<file path="config.mk">
export PLATFORM = sky130hd
export DESIGN_NAME = fetch_pc_unit_flat
export DESIGN_NICKNAME = d
export VERILOG_FILES = /design/src/rtl/fetch_pc_unit_if.sv /design/src/rtl/fetch_pc_unit.sv /design/src/flat_wrapper.sv
export SDC_FILE = /design/constraint.sdc
export NUM_CORES = 1
export LEC_CHECK = 0
export BUFFER_PORTS_ARGS = -buffer_cell sky130_fd_sc_hd__buf_4
export CAP_MARGIN = 15
export CORE_MARGIN = 2
export CORE_UTILIZATION = 25
export CTS_CLUSTER_SIZE = 12
export DETAILED_ROUTE_END_ITERATION = 10
export PLACE_DENSITY_LB_ADDON = 0.25
export SLEW_MARGIN = 20
export SYNTH_ARGS = -nofsm -noshare
export SYNTH_HDL_FRONTEND = slang
export SYNTH_SLANG_ARGS = --single-unit
</file>
<file path="constraint.sdc">
create_clock -name clk -period 2.4 [get_ports clk]
set_input_delay 0.12 -clock clk [delete_from_list [all_inputs] [get_ports clk]]
set_output_delay 0.12 -clock clk [all_outputs]
set_load 0.01 [all_outputs]
</file>
<file path="src/rtl/fetch_pc_unit_if.sv">
// fetch_pc_unit_if: fetch-stage signal bundle between pipeline control and the PC/F-D register block
interface fetch_pc_unit_if;
   logic        stall;
   logic        npc_valid;
   logic [31:0] npc;
   logic        exc_req;
   logic        eret_req;
   logic [31:0] epc;
   logic [31:0] im_instr;
   logic [31:0] F_PC;
   logic [31:0] D_PC;
   logic [31:0] D_instr;
   logic        D_valid;
   logic        D_bd;
   logic [4:0]  D_exc;
   modport master (
      output stall, npc_valid, npc, exc_req, eret_req, epc, im_instr,
      input  F_PC, D_PC, D_instr, D_valid, D_bd, D_exc
   );
   modport slave (
      input  stall, npc_valid, npc, exc_req, eret_req, epc, im_instr,
      output F_PC, D_PC, D_instr, D_valid, D_bd, D_exc
   );
endinterface

</file>
<file path="src/rtl/fetch_pc_unit.sv">
// fetch_pc_unit: fetch PC register and F/D pipeline register; FETCH_ADDR_CHECK_EN enables AdEL fetch checks
module fetch_pc_unit #(
   parameter logic [31:0] RESET_PC    = 32'h0000_3000,
   parameter logic [31:0] EXC_HANDLER = 32'h0000_4180
`ifdef FETCH_ADDR_CHECK_EN
   ,
   parameter logic [31:0] IM_BASE     = 32'h0000_3000,
   parameter logic [31:0] IM_LIMIT    = 32'h0000_6FFC
`endif
) (
   input logic clk,
   input logic reset,
   fetch_pc_unit_if.slave bus
);
   logic [31:0] f_pc_q, f_pc_d, d_pc_q, d_pc_d, d_instr_q, d_instr_d;
   logic        d_valid_q, d_valid_d, d_bd_q, d_bd_d, fault;
   logic [4:0]  d_exc_q, d_exc_d;
`ifdef FETCH_ADDR_CHECK_EN
   assign fault = (f_pc_q[1:0] != 2'b00) || (f_pc_q < IM_BASE) || (f_pc_q > IM_LIMIT);
`else
   assign fault = 1'b0;
`endif
   // next fetch PC: exception > eret > stall hold > redirect > sequential
   always_comb begin
      f_pc_d = bus.exc_req   ? EXC_HANDLER :
               bus.eret_req  ? bus.epc :
               bus.stall     ? f_pc_q :
               bus.npc_valid ? bus.npc : f_pc_q + 32'd4;
   end
   // F/D register next state: redirects squash the fetched slot, stall holds, else capture the fetch
   always_comb begin
      d_pc_d    = d_pc_q;
      d_instr_d = d_instr_q;
      d_valid_d = d_valid_q;
      d_bd_d    = d_bd_q;
      d_exc_d   = d_exc_q;
      if (bus.exc_req || bus.eret_req) begin
         d_pc_d    = bus.exc_req ? EXC_HANDLER : bus.epc;
         d_instr_d = 32'd0;
         d_valid_d = 1'b0;
         d_bd_d    = 1'b0;
         d_exc_d   = 5'd0;
      end else if (!bus.stall) begin
         d_pc_d    = f_pc_q;
         d_instr_d = fault ? 32'd0 : bus.im_instr;
         d_valid_d = 1'b1;
         d_bd_d    = bus.npc_valid;
         d_exc_d   = fault ? 5'd4 : 5'd0;
      end
   end
   // state registers with synchronous reset
   always_ff @(posedge clk) begin
      if (reset) begin
         f_pc_q    <= RESET_PC;
         d_pc_q    <= RESET_PC;
         d_instr_q <= 32'd0;
         d_valid_q <= 1'b0;
         d_bd_q    <= 1'b0;
         d_exc_q   <= 5'd0;
      end else begin
         f_pc_q    <= f_pc_d;
         d_pc_q    <= d_pc_d;
         d_instr_q <= d_instr_d;
         d_valid_q <= d_valid_d;
         d_bd_q    <= d_bd_d;
         d_exc_q   <= d_exc_d;
      end
   end
   assign bus.F_PC    = f_pc_q;
   assign bus.D_PC    = d_pc_q;
   assign bus.D_instr = d_instr_q;
   assign bus.D_valid = d_valid_q;
   assign bus.D_bd    = d_bd_q;
   assign bus.D_exc   = d_exc_q;
endmodule

</file>
<file path="src/flat_wrapper.sv">
// flat-port wrapper written by rule: the top's interface ports become plain ports
module fetch_pc_unit_flat 
#(
   parameter logic [31:0] RESET_PC    = 32'h0000_3000,
   parameter logic [31:0] EXC_HANDLER = 32'h0000_4180

)
  (clk, reset, bus_stall, bus_npc_valid, bus_npc, bus_exc_req, bus_eret_req, bus_epc, bus_im_instr, bus_F_PC, bus_D_PC, bus_D_instr, bus_D_valid, bus_D_bd, bus_D_exc);
  fetch_pc_unit_if bus_i ();
  input logic clk;
  input logic reset;
  input wire logic [$bits(bus_i.stall)-1:0] bus_stall;
  input wire logic [$bits(bus_i.npc_valid)-1:0] bus_npc_valid;
  input wire logic [$bits(bus_i.npc)-1:0] bus_npc;
  input wire logic [$bits(bus_i.exc_req)-1:0] bus_exc_req;
  input wire logic [$bits(bus_i.eret_req)-1:0] bus_eret_req;
  input wire logic [$bits(bus_i.epc)-1:0] bus_epc;
  input wire logic [$bits(bus_i.im_instr)-1:0] bus_im_instr;
  output wire logic [$bits(bus_i.F_PC)-1:0] bus_F_PC;
  output wire logic [$bits(bus_i.D_PC)-1:0] bus_D_PC;
  output wire logic [$bits(bus_i.D_instr)-1:0] bus_D_instr;
  output wire logic [$bits(bus_i.D_valid)-1:0] bus_D_valid;
  output wire logic [$bits(bus_i.D_bd)-1:0] bus_D_bd;
  output wire logic [$bits(bus_i.D_exc)-1:0] bus_D_exc;
  assign bus_i.stall = bus_stall;
  assign bus_i.npc_valid = bus_npc_valid;
  assign bus_i.npc = bus_npc;
  assign bus_i.exc_req = bus_exc_req;
  assign bus_i.eret_req = bus_eret_req;
  assign bus_i.epc = bus_epc;
  assign bus_i.im_instr = bus_im_instr;
  assign bus_F_PC = bus_i.F_PC;
  assign bus_D_PC = bus_i.D_PC;
  assign bus_D_instr = bus_i.D_instr;
  assign bus_D_valid = bus_i.D_valid;
  assign bus_D_bd = bus_i.D_bd;
  assign bus_D_exc = bus_i.D_exc;
  fetch_pc_unit #(.RESET_PC(RESET_PC), .EXC_HANDLER(EXC_HANDLER)) u_core (.clk(clk), .reset(reset), .bus(bus_i));
endmodule
</file>
======== After elaboration in Yosys (flattened, before gate mapping) ========
Cells that the tools add are included.
storage, ports and cells
  flip-flop bits (word level) ............. 98
  bits of input ports ..................... 102
  output and inout bits ................... 103
  word-level logic and storage cells ...... 20
operators by class
  add/sub/neg operators ................... 1
  equal/unequal tests ..................... 3
  mux-type cells .......................... 7
  reduce and logical (&&, ||, !) cells .... 3
operators by type and width
  operator                 count
  $mux W32                 6
  $add A32 B3 Y32 const B  1
  $mux W15                 1
  $ne A2 B1 Y1 const B     2
  $reduce_or A2 Y1         2
  $ne A3 B1 Y1 const B     1
  $logic_or A1 B1 Y1       1

======== Logic depth before layout (Yosys ltp) ========
Gate-level depths: netlist (run 1).
  depth in word-level cells ............... 5
  depth in mapped cells ................... 7
  mapped depth without buffers ............ 6

======== Least setup slack after synthesis (run 1) ========
No wires, ideal clock.
  path kind ............................... register to register
  from .................................... register u_core.f_pc_q[2] (netlist: u_core.bus.F_PC[2])
  to ...................................... register u_core.f_pc_q[12] (netlist: u_core.bus.F_PC[12])
  setup time .............................. 122 ps
  data arrival time ....................... 1709 ps
  required time ........................... 2278 ps
  setup slack ............................. 568 ps
  cell stages (with the launch flop) ...... 7
  path buffers ............................ 0
  clock period less this slack ............ 1832 ps
  cell sequence ........................... dfxtp_1 -> ha_1 -> nand4_1 -> nor3_1 -> xnor2_1 -> o21ai_0 -> a311o_1
between the ends
  cells in the longest elaborated chain, start to end .. 5
ends and longest elaborated chain
  item                    line                 text
  start, declared         fetch_pc_unit.sv:15  logic [31:0] f_pc_q, f_pc_d, d_pc_q, d_pc_d, d_instr_q, d_instr_d;
  start signal, assigned  fetch_pc_unit.sv:61  f_pc_q <= f_pc_d;
  $add A32 B3 Y32         fetch_pc_unit.sv:28  bus.npc_valid ? bus.npc : f_pc_q + 32'd4;
  $mux W32                fetch_pc_unit.sv:28
  $mux W32                fetch_pc_unit.sv:27  bus.stall ? f_pc_q :
  $mux W32                fetch_pc_unit.sv:26  bus.eret_req ? bus.epc :
  $mux W15                fetch_pc_unit.sv:25  f_pc_d = bus.exc_req ? EXC_HANDLER :
Every way passes these cells. The select of a mux whose other input is x is not followed.
A chain may end at the register's enable or synchronous reset.

======== Final worst setup path (run 1) ========
  from .................................... register u_core.f_pc_q[2] (netlist: u_core.bus.F_PC[2])
  to ...................................... register u_core.f_pc_q[26] (netlist: u_core.bus.F_PC[26])
between the ends
  cells in the longest elaborated chain, start to end .. 4
ends and longest elaborated chain
  item             line
  $add A32 B3 Y32  fetch_pc_unit.sv:28
  $mux W32         fetch_pc_unit.sv:28
  $mux W32         fetch_pc_unit.sv:27
  $mux W32         fetch_pc_unit.sv:26
Every way passes these cells. The select of a mux whose other input is x is not followed.

==> results.md, run 1 <==
* Resized cells post-CTS at 0
* Fraction of layout instances using a drive strength above 1 at 31.6%
* ANT cells at 0
* Synthesized area per cell at 8.55 um2
* Worst r2r path cells at 6
* Cell area power density at 540 nW/um2
* Nets at 889
* Fill cells at 2013
* Hold path depth at 3
* Max VDD drop at 381 uV
* Fin crit share at 89.3%
* Clk buf depth at 2
* Worst min path class: primary input to register
* Critical path arrival at 2.38 ns
* Hold endpoint: u_core.bus.D_PC[19]
* Pre-Repair DR Iteration Count at 5
* Num CTS Buffers at 9
* Design area at 7260 um2
* Clock skew at 0.00928 ns
* Yosys warns at 0
* Final Hold Fails at 0
* Remaining antenna violation count at 0
* RSZ-0062 raised after global routing: no
* Placement Cell Area at 6610 um2
* Post-DR vias/cell at 4.76
* Post-CTS Hold Buffers at 36
* FMAX at 467 MHz
* Post-Syn Area at 4880 um2
* Root Buffer: clkbuf_16
* Row count at 51
* Post-CTS Setup Inserts at 0
* Via count at 5031
* Routed wire per std cell at 17.2 um
* Flops & latches, synth at 98
* First-pass GRT wire length at 27800 um
* Max Cap Viol at 0
* Die Height at 144 um
* Vias in the first global route at 4926
* Core ar. at 19300 um2
* CTS tree: done
* Drt drc at 0
* CP max FO at 7
* Area Overhead vs Synth at 48.9%
* Reg2reg setup slack at 0.26 ns
* Final Max Tran Viols at 0
* HPWL after detailed placement at 13200 um
* Gr usage total at 17.6%
* Starting Density at 25.3%
* Setup CP Type: register to register
* Worst rel slew slack at 56.0%
* Sink Count at 98
* WL final at 18200 um
* EDFF count, synth at 0
* Setup crit start kind: register
* Pleak at 3.23 nW
* Initial drt markers at 205
* Min-Delay Startpoint: bus_epc[19]
* Outcome: completed
* Worst R2R End: u_core.bus.F_PC[26]
* Reg2Reg Launch Point: u_core.bus.F_PC[2]
* Overall die width at 144 um
* Period minus WS final at 2.14 ns
* Clk_lat worst skew at 0.36 ns
* Die area at 20600 um2
* Library cells used by synthesis at 58
* Total grt overflow at 0
* Asr flop ratio synth at 0%
* Largest net degree at the start of global routing at 59
* Most used flip-flop cell after synthesis: dfxtp_1
* I/O Buffers at 199
* Routability cong. at 0.776
* WP data required at 2.64 ns
* Actual slew at the worst max-slew pin at 0.660 ns
* Gate Count Post-Synth at 570
* Crit end category: register
* Final setup vio count at 0
* Initial antenna violation count at 0
* Io pins at 205
* Clk pin slew, worst setup/hold paths at 0.07 ns
* Slack of the critical path at 0.256 ns
* Setup tns final at 0 ns
* H-tree Lvls at 3
* Place WS at 0.253 ns
* Register area share after synthesis at 40.2%
Yosys cell counts, types with 3 or more instances:
cell	instances	area share (%)
a21oi_1	41	4.2
a311oi_1	3	0.54
clkbuf_1	25	1.9
dfxtp_1	98	40
a211oi_1	14	2.2
buf_1	5	0.38
nor3_1	6	0.62
a221oi_1	4	0.72
o21a_1	5	0.77
mux2i_1	64	13
nor2_1	82	6.3
nand2_1	48	3.7
a21boi_0	4	0.62
nor3_2	3	0.62
nand4_1	7	0.90
xor2_1	9	1.6
o31ai_1	5	0.77
a311o_1	3	0.62
o22ai_1	16	2.1
a31oi_1	9	1.2
and3_1	6	0.77
o21ai_0	25	2.6
nand3_1	14	1.4
mux2_2	7	1.6
buf_4	5	0.77
a21o_1	3	0.46
o221ai_1	3	0.54
inv_1	9	0.69
buf_2	11	1.1
metrics by stage:
stage	hold WS [ns]	utilization, %	power, mW	std cells
finish	0.0143	37.7	3.92	1056
CTS	0.00186	37.7	3.98	1056
detailed placement	0.357	34.3	2.46	1004
global route	0.0175	37.7	4.09	1056
floorplan	0.263	-	2.12	574
global placement	0.349	34.3	2.46	1004
power breakdown:
group,switching [mW],internal (mW),leakage (nW),total (mW)
combinational,0.333,0.366,2.29,0.699
clock,0.707,0.746,0.141,1.45
sequential,0.0789,1.69,0.801,1.77
total,1.12,2.80,3.23,3.92
layer usage:
layer	vias to the layer above	routed length, um	GRT usage [%]
met5	-	0	0
met4	0	230	4.44
met3	18	1770	6.66
met2	217	8390	28.9
met1	2319	7780	21.6
li1	2477	-	-
kinds of logic (layout without fill, tap and decap cells):
kind of cell               after synthesis  in the layout  share of synthesized area [%]
and+or+nand+nor                        185            185                           18.3
AOI/OAI and AO/OA                      146            146                           19.1
DFF                                     98             98                           40.2
muxes                                   71             71                           14.8
buffers and inverters                   57            274                           5.23
xor gates and xnor gates                11             11                           1.98
adders and majority gates                1              1                          0.257
other                                    1              5                         0.0769
worst max path at each step:
stage | startpoint | to | slack, ns
2_1_floorplan | u_core.bus.F_PC[2] | u_core.bus.F_PC[12] | 0.57
3_3_place_gp | u_core.bus.F_PC[2] | u_core.bus.F_PC[26] | 0.31
3_5_place_dp | u_core.bus.F_PC[2] | u_core.bus.F_PC[26] | 0.25
4_1_cts | u_core.bus.F_PC[2] | u_core.bus.F_PC[26] | 0.23
5_1_grt | u_core.bus.F_PC[2] | u_core.bus.F_PC[30] | 0.09
6_report | u_core.bus.F_PC[2] | u_core.bus.F_PC[26] | 0.26
registers in the layout, indices dropped and copies added, names as in the netlist, named ones only:
signal,count
u_core.bus.D_bd,1
u_core.bus.D_instr,32
u_core.bus.D_valid,1
u_core.bus.D_PC,32
u_core.bus.F_PC,30
critical path, stage by stage, from the launching register on:
cell     delay [ns]
dfxtp_1        0.43
ha_1           0.34
nand4_1        0.30
nor2_1         0.48
a31oi_1        0.15
o31ai_1        0.24
a21oi_1        0.09
layout make-up:
type / count / area, um2 / share of cell area (%)
multi-input cells: 419 / 2670 / 36.8
well taps: 265 / 332 / 4.57
inverters: 9 / 33.8 / 0.465
clock inverters: 6 / 50.0 / 0.689
flip-flops and latches: 98 / 1960 / 27.0
repair buffers: 249 / 1970 / 27.2
clock buffers: 10 / 239 / 3.29
cells in the final DEF (no fill, tap or decap), drive strengths merged, types with 4 or more instances in the layout:
master	synthesis	routed
a211oi	15	15
a21boi	4	4
a21oi	41	41
a221oi	4	4
a31oi	9	9
and3	7	7
buf	22	213
clkbuf	26	10
conb	1	5
dfxtp	98	98
dlygate4sd3	0	36
inv	9	11
mux2	7	7
mux2i	64	64
nand2	48	48
nand3	16	16
nand4	8	8
nor2	82	82
nor3	10	10
o21a	5	5
o21ai	26	26
o22ai	16	16
o31ai	5	5
xor2	9	9
Power figures use the tool's default switching activity.
==> inputs of run 2 (changes only) <==
clock period = 1.87 ns   (was 2.4 ns; I/O delays follow)
==> results.md, run 2 (synthesized netlist as in run 1, its figures left out) <==
* Via count at 5162 (+2.6%)
* Most used cell, CP: buf_4
* Clock skew at 0.00812 ns (-0.00116 ns)
* Total grt overflow at 0 (unchanged)
* Critical path arrival at 2.05 ns (-0.33 ns)
* Post-DR vias/cell at 4.71 (-1.2%)
* Total Power at 5.01 mW (+28%)
* Max stage delay on crit path at 0.34 ns (-0.14 ns)
* WP data required at 2.14 ns (-0.50 ns)
* FMAX at 562 MHz (+20%)
* Placed cell count at 1037 (+3.3%)
* Crit path buffers/inverters at 2 (+2)
* Slowest cell on the critical path: dfxtp_1
* Root Buffer: clkbuf_16
* WL final at 18500 um (+1.6%)
* First-pass GRT wire length at 28000 um (+0.85%)
* Pre-Repair DR Iteration Count at 4 (-1)
* Post-Layout Cell Count at 1097 (+3.9%)
* Vias in the first global route at 5021 (+1.9%)
* Fin util at 39.4% (+1.7 points)
* H-tree Lvls at 3 (unchanged)
* Top delay family on crit path: simple AND/OR/NAND/NOR gates
* Worst-path cell chain: ha_2 -> nand4_1 -> buf_4 -> nor4_4 -> buf_4 -> nand3_2 -> xor2_1 -> a211oi_1
* Routed wire per std cell at 16.8 um (-2.2%)
* Reg2reg setup slack at 0.09 ns (-0.17 ns)
* Clk_lat worst skew at 0.35 ns (about the same)
* Worst R2R End: u_core.bus.F_PC[20]
* Initial antenna violation count at 0 (unchanged)
* Cell area power density at 659 nW/um2 (+22%)
* Final Max Tran Viols at 0 (unchanged)
* Hold path depth at 3 (unchanged)
* Commonest non-fill, non-tap cell in the layout: buf_4
* Worst r2r path cells at 8 (+2)
* CTS tree: done
* Setup crit start kind: register
* Place WS at 0.149 ns (-0.104 ns)
* Setup tns final at 0 ns (unchanged)
* Gr usage total at 17.7% (+0.17 points)
* Remaining antenna violation count at 0 (unchanged)
* Die Height at 144 um (unchanged)
* Area Overhead vs Synth at 55.8%
* Slack of the critical path at 0.0896 ns (-0.167 ns)
* Num CTS Buffers at 9 (unchanged)
* Routability cong. at 0.831 (+7.1%)
* Crit end category: register
* Sink Count at 98 (unchanged)
* CP max FO at 4 (-3)
* Worst min path class: primary input to register
* Io pins at 205 (unchanged)
* Setup CP Type: register to register
* Commonest non-fill, non-tap cells in the layout: buf_4 (245), dfxtp_1 (98), nor2_1 (82)
* Final Hold Fails at 0 (unchanged)
* Nets at 930 (+4.6%)
* Fin crit share at 95.2% (+5.9 points)
* ANT cells at 0 (unchanged)
* Min-Delay Startpoint: bus_npc[0]
* I/O Buffers at 199 (unchanged)
* Die area at 20600 um2 (unchanged)
* Max VDD drop at 447 uV (+17%)
* Max Cap Viol at 0 (unchanged)
* Period minus WS final at 1.78 ns (-0.363 ns)
* Clk buf depth at 2 (unchanged)
* Largest net degree at the start of global routing at 35 (-41%)
* Reg2Reg Launch Point: u_core.bus.F_PC[2]
* Pleak at 3.43 nW (+6.1%)
* Outcome: completed
* Overall die width at 144 um (unchanged)
* Starting Density at 25.3% (unchanged)
* Initial drt markers at 209 (+2.0%)
* HPWL after detailed placement at 13800 um (+4.1%)
* Final setup vio count at 0 (unchanged)
* RSZ-0062 raised after global routing: no
* Drt drc at 0 (unchanged)
* Row count at 51 (unchanged)
* Fraction of layout instances using a drive strength above 1 at 34.3% (+2.6 points)
* Core ar. at 19300 um2 (unchanged)
* Clk pin slew, worst setup/hold paths at 0.07 ns (about the same)
==> run 2: cell types whose count changed in the layout (fill, tap and decap cells not counted), sizes merged <==
| cell | previous run | this run |
|---|---|---|
| inv | 11 | 10 |
| buf | 213 | 248 |
| clkinvlp | 1 | 2 |
| dlygate4sd3 | 36 | 42 |
==> run 2: worst register-to-register path: stages, from the launching register on <==
cell	delay, ns
dfxtp_1	0.34
ha_2	0.19
nand4_1	0.12
buf_4	0.18
nor4_4	0.27
buf_4	0.18
nand3_2	0.07
xor2_1	0.14
a211oi_1	0.21
==> run 2: per-layer routing <==
metal	vias to the layer above	track usage (%)	share of wire, %
met5	-	0	0
met4	0	4.49	1.0
met3	15	6.36	8.9
met2	186	29.9	48
met1	2401	21.4	43
li1	2560	-	-
==> run 2: timing repair <==
action                                 CTS  global route
hold buffers                            42             0
setup endpoints to repair                0             2
buffers inserted                         0             2
endpoints found under the hold margin   43             0
gates resized for setup                  0             1
==> run 2: report_power, final <==
part           internal, mW  switching, mW
logic                 0.522          0.473
clock network         0.907          0.871
registers              2.17         0.0677
total                  3.60           1.41
==> run 2: layout make-up <==
type | instances | area, um2
Clock buffer | 10 | 229
Clock inverter | 6 | 42.5
Fill cell | 2043 | 11700
Inverter | 9 | 33.8
Multi-Input combinational cell | 419 | 2680
Sequential cell | 98 | 1960
Tap cell | 265 | 332
Timing Repair Buffer | 290 | 2320
==> run 2: metrics by stage <==
| stage | cell area, um2 | hold WS (ns) |
|---|---|---|
| 2_1_floorplan | 4890 | 0.236 |
| 3_3_place_gp | 6890 | 0.322 |
| 3_5_place_dp | 6890 | 0.334 |
| 4_1_cts | 7580 | 0.000379 |
| 5_1_grt | 7590 | 0.0143 |
| 6_report | 7590 | 0.0119 |
==> run 2: worst max-delay path by stage <==
stage                         from             endpoint  depth (start not counted)
5_1_grt         u_core.bus.F_PC[2]  u_core.bus.F_PC[20]                          8
3_3_place_gp   u_core.bus.F_PC[20]  u_core.bus.F_PC[26]                          5
6_report        u_core.bus.F_PC[2]  u_core.bus.F_PC[20]                          8
3_5_place_dp   u_core.bus.F_PC[11]  u_core.bus.F_PC[28]                          5
2_1_floorplan   u_core.bus.F_PC[2]  u_core.bus.F_PC[12]                          6
4_1_cts        u_core.bus.F_PC[20]  u_core.bus.F_PC[30]                          5
==> inputs of run 3 (changes only) <==
clock period = 1.9 ns   (was 1.87 ns; I/O delays follow)
==> results.md, run 3 (synthesized netlist as in run 1, its figures left out) <==
* Setup tns final at 0 ns (unchanged)
* Vias in the first global route at 5184 (+3.2%)
* Remaining antenna violation count at 0 (unchanged)
* Fin Hold WS at 0.0142 ns (+0.00234 ns)
* I/O Buffers at 199 (unchanged)
* Drt drc at 0 (unchanged)
* Core ar. at 19300 um2 (unchanged)
* Critical path arrival at 2.02 ns (-0.03 ns)
* Die Height at 144 um (unchanged)
* Total grt overflow at 0 (unchanged)
* Clock skew at 0.0113 ns (+0.00320 ns)
* Post-CTS Setup Inserts at 0 (unchanged)
* Die area at 20600 um2 (unchanged)
* Via count at 5169 (+0.14%)
* Row count at 51 (unchanged)
* WL final at 18700 um (+1.2%)
* Design area at 7610 um2 (+0.26%)
* Root Buffer: clkbuf_16
* Fin crit share at 92.3% (-2.9 points)
* Routability cong. at 0.817 (-1.7%)
* Max Cap Viol at 0 (unchanged)
* Sink Count at 98 (unchanged)
* Clk pin slew, worst setup/hold paths at 0.08 ns (about the same)
* CP max FO at 9 (+5)
* First-pass GRT wire length at 28800 um (+2.7%)
* Worst min path class: primary input to register
* FMAX at 570 MHz (+1.5%)
* Total Power at 5.14 mW (+2.6%)
* Final Hold Fails at 0 (unchanged)
* Fraction of layout instances using a drive strength above 1 at 34.0% (-0.24 points)
* Final setup vio count at 0 (unchanged)
* Overall die width at 144 um (unchanged)
* Initial antenna violation count at 0 (unchanged)
* Resized cells post-CTS at 0 (unchanged)
* Routed wire per std cell at 17.0 um (+1.2%)
* CTS tree: done
* Final Max Tran Viols at 0 (unchanged)
* Post-DR vias/cell at 4.71 (+0.14%)
* Num CTS Buffers at 9 (unchanged)
* Pre-Repair DR Iteration Count at 5 (+1)
* Largest net degree at the start of global routing at 39 (+11%)
* Commonest non-fill, non-tap cell in the layout: buf_4
* Setup CP Type: register to register
* Area Overhead vs Synth at 56.2%
* Nets at 930 (unchanged)
* Max VDD drop at 440 uV (-1.6%)
* Clk buf depth at 2 (unchanged)
* RSZ-0062 raised after global routing: no
* Period minus WS final at 1.75 ns (-0.0260 ns)
* Outcome: completed
* Crit end category: register
* Clk_lat worst skew at 0.36 ns (about the same)
* Gr usage total at 18.2% (+0.45 points)
* ANT cells at 0 (unchanged)
* Starting Density at 25.3% (unchanged)
* Io pins at 205 (unchanged)
* Placement Cell Area at 6880 um2 (about the same)
* WP data required at 2.17 ns (+0.03 ns)
* Commonest non-fill, non-tap cells in the layout: buf_4 (245), dfxtp_1 (98), nor2_1 (82)
* Cell area power density at 675 nW/um2 (+2.4%)
* Setup crit start kind: register
* Pleak at 3.44 nW (+0.51%)
* H-tree Lvls at 3 (unchanged)
* HPWL after detailed placement at 13900 um (+0.77%)
* Initial drt markers at 279 (+33%)
==> run 3: path summary, 6_finish.rpt <==
path	start	endpoint	slack [ns]	cells after the start
worst max-delay path	u_core.bus.F_PC[20]	u_core.bus.F_PC[25]	0.15	5
worst max register to register	u_core.bus.F_PC[20]	u_core.bus.F_PC[25]	0.15	5
worst min register to register	u_core.bus.D_valid	u_core.bus.D_valid	0.46	2
worst min-delay path	bus_npc[0]	register	0.01	3
==> run 3: metrics by stage <==
step	setup slack, ns	cells	util (%)
2_1_floorplan	0.0685	574	-
3_3_place_gp	0.186	1038	35.7
3_5_place_dp	0.155	1038	35.7
4_1_cts	0.129	1097	39.5
5_1_grt	0.0146	1097	39.5
6_report	0.146	1097	39.5
==> run 3: worst max-delay path: stages, from the launching register on <==
cell and delay [ns]:
dfxtp_1 0.43, nand3_1 0.28, nor3_4 0.43, a311o_1 0.23
o21ai_0 0.09, o32ai_1 0.21
==> run 3: area by class of cell <==
class | count | area, um2
Fill cell | 2017 | 11700
Multi-Input combinational cell | 419 | 2670
Timing Repair Buffer | 290 | 2310
Sequential cell | 98 | 1960
Tap cell | 265 | 332
Clock buffer | 11 | 243
Clock inverter | 5 | 61.3
Inverter | 9 | 33.8
==> run 3: where the power goes <==
| part | leakage, nW | internal, mW | switching (mW) | total, mW |
|---|---|---|---|---|
| logic | 2.49 | 0.516 | 0.474 | 0.990 |
| registers | 0.801 | 2.13 | 0.0633 | 2.20 |
| clock network | 0.151 | 1.07 | 0.884 | 1.95 |
| total | 3.44 | 3.72 | 1.42 | 5.14 |
==> run 3: timing repair <==
action | in CTS | in global routing
hold buffers | 43 | 0
endpoints found under the setup margin | 0 | 1
endpoints found under the hold margin | 44 | 0
==> run 3: routing by layer <==
| metal | global-route usage (%) | vias to the layer above | routed length (um) |
|---|---|---|---|
| li1 | - | 2552 | - |
| met5 | 0 | - | 0 |
| met3 | 7.20 | 14 | 1830 |
| met2 | 31.3 | 189 | 8880 |
| met4 | 3.56 | 0 | 192 |
| met1 | 21.5 | 2414 | 7790 |
